## src/rtl/ifid_skid_reg_pkg.sv

```systemverilog
// Shared pipeline-register package.
// Holds the default field widths and the bubble instruction used by the
// IF/ID register and its ID/EX, EX/MEM and MEM/WB successors, plus the
// occupancy encoding for the two-entry skid registers.
package ifid_skid_reg_pkg;

  localparam int          PIPE_INSWIDTH = 32;
  localparam int          PIPE_AWIDTH   = 32;
  // MIPS sll $0,$0,0: the canonical bubble.
  localparam logic [31:0] PIPE_NOP_INS  = 32'h0000_0000;

  // Encoded as {skid_valid, main_valid} so each flag is a single state bit.
  typedef enum logic [1:0] {
    ST_EMPTY = 2'b00,
    ST_ONE   = 2'b01,
    ST_FULL  = 2'b11
  } skid_state_e;

endpackage

```

## src/rtl/ifid_skid_reg.sv

```systemverilog
// IF/ID pipeline register with a one-entry skid buffer (capacity 2).
// The main register drives the ID stage; the skid register catches the
// entry accepted in the cycle ID stalls, so in_ready can be a pure flop
// output with no combinational path from out_ready.
//
// Ports:
//   clk        rising-edge clock
//   rst_n      asynchronous active-low reset
//   flush      drop all held and incoming entries (redirect)
//   in_valid   IF presents {insin, pcnextin}
//   in_ready   block can accept an entry this cycle (registered)
//   insin      fetched instruction
//   pcnextin   PC+4 of the fetched instruction
//   out_valid  ID is offered {insout, pcnextout}
//   out_ready  ID accepts the entry (low = stall)
//   insout     offered instruction, NOP_INS when out_valid=0
//   pcnextout  offered PC+4, holds its last value when out_valid=0
module ifid_skid_reg
  import ifid_skid_reg_pkg::*;
#(
  parameter int                  INSWIDTH = PIPE_INSWIDTH,
  parameter int                  AWIDTH   = PIPE_AWIDTH,
  parameter logic [INSWIDTH-1:0] NOP_INS  = INSWIDTH'(PIPE_NOP_INS)
) (
  input  logic                clk,
  input  logic                rst_n,
  input  logic                flush,
  input  logic                in_valid,
  output logic                in_ready,
  input  logic [INSWIDTH-1:0] insin,
  input  logic [AWIDTH-1:0]   pcnextin,
  output logic                out_valid,
  input  logic                out_ready,
  output logic [INSWIDTH-1:0] insout,
  output logic [AWIDTH-1:0]   pcnextout
);

  skid_state_e         state_q, state_d;
  logic [INSWIDTH-1:0] main_ins_q, main_ins_d;
  logic [AWIDTH-1:0]   main_pc_q, main_pc_d;
  logic [INSWIDTH-1:0] skid_ins_q, skid_ins_d;
  logic [AWIDTH-1:0]   skid_pc_q, skid_pc_d;

  logic main_valid;
  logic skid_valid;
  logic in_xfer;
  logic out_xfer;

  assign main_valid = (state_q != ST_EMPTY);
  assign skid_valid = (state_q == ST_FULL);

  // Both handshake outputs come straight from the state flops.
  assign in_ready  = ~skid_valid;
  assign out_valid = main_valid;

  assign in_xfer  = in_valid & in_ready;
  assign out_xfer = main_valid & out_ready;

  // Bubble on the instruction field only; PC+4 keeps its last value.
  assign insout    = main_valid ? main_ins_q : NOP_INS;
  assign pcnextout = main_pc_q;

  always_comb begin
    state_d    = state_q;
    main_ins_d = main_ins_q;
    main_pc_d  = main_pc_q;
    skid_ins_d = skid_ins_q;
    skid_pc_d  = skid_pc_q;

    if (flush) begin
      // Redirect wins over everything; data registers keep their contents
      // so pcnextout still holds its last value.
      state_d = ST_EMPTY;
    end else begin
      case (state_q)
        ST_EMPTY: begin
          if (in_xfer) begin
            state_d    = ST_ONE;
            main_ins_d = insin;
            main_pc_d  = pcnextin;
          end
        end
        ST_ONE: begin
          case ({in_xfer, out_xfer})
            2'b11: begin
              main_ins_d = insin;
              main_pc_d  = pcnextin;
            end
            2'b01: state_d = ST_EMPTY;
            2'b10: begin
              // ID stalled while IF delivered: park the new entry.
              state_d    = ST_FULL;
              skid_ins_d = insin;
              skid_pc_d  = pcnextin;
            end
            default: ;
          endcase
        end
        ST_FULL: begin
          if (out_xfer) begin
            state_d    = ST_ONE;
            main_ins_d = skid_ins_q;
            main_pc_d  = skid_pc_q;
          end
        end
        default: state_d = ST_EMPTY;
      endcase
    end
  end

  always_ff @(posedge clk or negedge rst_n) begin
    if (!rst_n) begin
      state_q    <= ST_EMPTY;
      main_ins_q <= '0;
      main_pc_q  <= '0;
      skid_ins_q <= '0;
      skid_pc_q  <= '0;
    end else begin
      state_q    <= state_d;
      main_ins_q <= main_ins_d;
      main_pc_q  <= main_pc_d;
      skid_ins_q <= skid_ins_d;
      skid_pc_q  <= skid_pc_d;
    end
  end

endmodule
```

## config.mk

```make
export PLATFORM = sky130hd
export DESIGN_NAME = ifid_skid_reg
export DESIGN_NICKNAME = d
export VERILOG_FILES = /design/src/rtl/ifid_skid_reg_pkg.sv /design/src/rtl/ifid_skid_reg.sv
export SDC_FILE = /design/constraint.sdc
export NUM_CORES = 1
export LEC_CHECK = 0
export ABC_AREA = 1
export ABC_CLOCK_PERIOD_IN_PS = 2200
export CORE_ASPECT_RATIO = 0.7
export CORE_MARGIN = 1
export CORE_UTILIZATION = 51
export DETAILED_ROUTE_END_ITERATION = 6
export PLACE_DENSITY = 0.8
export SLEW_MARGIN = 10
export SYNTH_ARGS = -nofsm -noshare
export SYNTH_HDL_FRONTEND = slang
export SYNTH_SLANG_ARGS = --single-unit
```

## constraint.sdc

```tcl
create_clock -name clk -period 2.2 [get_ports clk]
set_input_delay 0.66 -clock clk [delete_from_list [all_inputs] [get_ports clk]]
set_output_delay 0.66 -clock clk [all_outputs]
set_load 0.05 [all_outputs]
```

==> qor.csv <==
stage,metric,value,unit
run_status,status,"complete, no violations",
clock_tree,path_clk_slew,60,ps
route,drcViolationCount,0,
critical_path,end_kind,output port,
power,pwr-share-clk,23.3,%
power,comb_power_share,43.3,%
critical_path,rr_worst_depth,7,
die,die_x,134.2,um
placement,io_buffers,134,
grt,grt-ovfl-total,0,
job,cap_violations,0,
critical_path,crit_slowest_cell,dfrtp_1,
die,dieArea,12680,sq um
route,vias_per_cell,5.133,
critical_path,crit_path_cell_trace,inv_1 > ha_4 > buf_6 > nor2_2 > buf_6,
power,p_total,12.38,mW
die,pin_count,135,
finish,nFillCells,869,
critical_path,startpoint_type,flop,
timing,fmax,461.7,MHz
finish,antenna_cells,0,
timing,maxSlewViolCount,0,
critical_path,cp_max_fo,9,
power,power.switching,5.274,mW
timing,period_share,98.44,%
synthesis,syn_area,6236,sq um
synthesis,synthMuxAreaShare,4.655,%
clock_tree,cts.sinks,130,
route,drtAntennaViolNets,0,
synthesis,syn_nets,774,
die,core_area,11810,sq um
finish,nets,901,
die,start_util,52.81,%
power,peakVddDrop,821.0,uV
clock_tree,root_buffer,clkbuf_16,
power,internal_power,7.107,mW
synthesis,ys_warn_count,0,
synthesis,ys_ff_latch,130,
route,vias,5118,
synthesis,seq_area_frac_synth,52.17,%
placement,dp_hpwl,9332,um
worst_hold_path,worst_hold_path_type,in -> async,
synthesis,synth-simple-area-share,17.80,%
die,fp-row-count,33,
grt,grt_start_max_net_pins,71,
timing,finalCriticalPeriod,2166,ps
placement,place_inst,963,
placement,gp_congestion,0.8232,
finish,drive_above_1_share,22.02,%
clock_tree,numCtsBuffers,17,
route,wl_per_cell,14.48,um
timing,finalSetupViolCount,0,
timing,relSlewSlack,60.22,%
synthesis,yosysUniqueCellTypes,19,
finish,stdcell_count,997,
timing,rsz0062_at_grt,yes,
route,drt-total-wl,14440,um
route,drt_iter0_drc,338,
grt,grt_pass1_vias,4988,
critical_path,required,1540,ps
critical_path,worstSetupPathType,reg -> out,
synthesis,synth_cells,700,
placement,dp_slack,-61.08,ps
clock_tree,h-tree-depth,4,
timing,skew,5.212,ps
grt,grt_usage,24.05,%
timing,hold_violations,0,
synthesis,synth_top_family_by_area,simple AND/OR/NAND/NOR gates,
timing,tightestPinTransition,596.7,ps
clock_tree,cts_tree,done,
route,drt_pass1_iterations,4,
power,p_leak,4.172,nW
critical_path,cp_top_family,buffers and inverters,
die,die_h,94.52,um
power,pwr-share-seq,33.4,%
critical_path,crit_cells,5,
timing,setup_tns,0,ps
critical_path,worst-path-buf-inv,3,
critical_path,worst_path_most_repeated_cell,buf_6,
grt,grt_pass1_wl,23590,um
timing,setup_ws,34.31,ps
critical_path,arrival,1510,ps
clock_tree,insertion_delay,410,ps
finish,fin_area,8377,sq um
synthesis,avgSynthCellArea,8.909,sq um
synthesis,yosys.area_share.xor_xnor,0,%
placement,placed_area,7596,sq um
grt,grt_antenna_before_repair,0,
synthesis,synth_compound_area_share,14.61,%
synthesis,synthAdderAreaFrac,1.003,%
power,p_per_area,1478,nW/um^2
clock_tree,clock_path_buffers,2,
critical_path,cpPeakStageDelay,340,ps
finish,area_growth,34.33,%
power,p_sw_share,42.60,%
cell families (layout without fill, tap and decap cells):
kind of cell    count (synthesis)  count (layout)
flops                         130             130
mux                            29              29
buf+inv                       122             262
compound gates                134             134
fa+ha+maj                       5               5
simple gates                  280             280
Yosys cell counts, drive strengths merged:
master  count  area (sq um)
dfrtp     130          3253
nor2       36         135.1
o21ai     134         910.9
clkinv      1         8.760
ha          5         62.56
nand2     209         792.0
nand4       2         12.51
nand3      33         170.2
mux2i      29         290.3
inv        76         285.3
clkbuf     17         63.81
buf        28         251.5
path summary, 6_finish.rpt:
path,from,to,slack [ps]
worst min-delay path,rst_n,pcnextout[19],160
max in group asynchronous,rst_n,skid_ins_q[1],1390
min in group clk,skid_ins_q[10],skid_ins_q[10],470
worst max register to register,state_q[0],pcnextout[5],280
worst max-delay path,state_q[1],insout[28],30
worst min register to register,skid_ins_q[10],skid_ins_q[10],470
layout by cell type, fill, tap and decap left out, types with 3 or more instances in the layout:
cell type,count
clkinv_2,3
buf_12,7
o21ai_2,64
clkbuf_16,17
clkinvlp_4,6
buf_4,20
buf_6,27
nand2_1,205
bufinv_16,3
inv_1,72
inv_2,4
dlygate4sd2_1,30
nor2_1,15
mux2i_1,29
ha_1,3
nor2_2,19
dfrtp_1,130
nand3_1,32
o21ai_0,68
clkdlybuf4s50_1,67
flip-flops by register name, indices dropped and copies added (netlist names):
signal,count
pcnextout,32
skid_ins_q,32
main_ins_q,32
skid_pc_q,32
state_q,2
layout make-up:
| class | count | area [sq um] | share of cell area (%) |
|---|---|---|---|
| Clock buffer | 19 | 452.9 | 5.407 |
| Clock inverter | 13 | 158.9 | 1.897 |
| Inverter | 77 | 294.0 | 3.510 |
| Multi-Input combinational cell | 448 | 2464 | 29.41 |
| Sequential cell | 130 | 3253 | 38.83 |
| Tap cell | 157 | 196.4 | 2.345 |
| Timing Repair Buffer | 153 | 1558 | 18.60 |
per-layer routing:
layer  GRT usage (%)  wire length [um]  vias to the layer above
met2           40.89              7191                      156
li1                -                 -                     2463
met1           30.31              6254                     2472
met4           8.614               305                        0
met5               0                 0                        -
met3           5.636               685                       27
power groups by stage:
stage / clock [mW] / combinational (mW) / sequential [mW]
floorplan: 0 / 2.85 / 4.97
global placement: 0 / 5.08 / 4.08
detailed placement: 0 / 5.22 / 4.14
CTS: 2.93 / 5.16 / 4.12
global route: 3.05 / 5.78 / 4.25
finish: 2.89 / 5.36 / 4.13
metrics by stage:
step	hold slack [ps]	util, %
2_1_floorplan	364.4	-
3_3_place_gp	452.2	64.33
3_5_place_dp	458.7	64.33
4_1_cts	169.7	69.64
5_1_grt	176.1	70.94
6_report	159.1	70.94
timing repair:
item,in CTS,in global routing
endpoints found under the setup margin,63,32
hold buffers,0,0
resized for setup,42,45
buffers inserted,2,0
(Power assumes the default switching activity.)
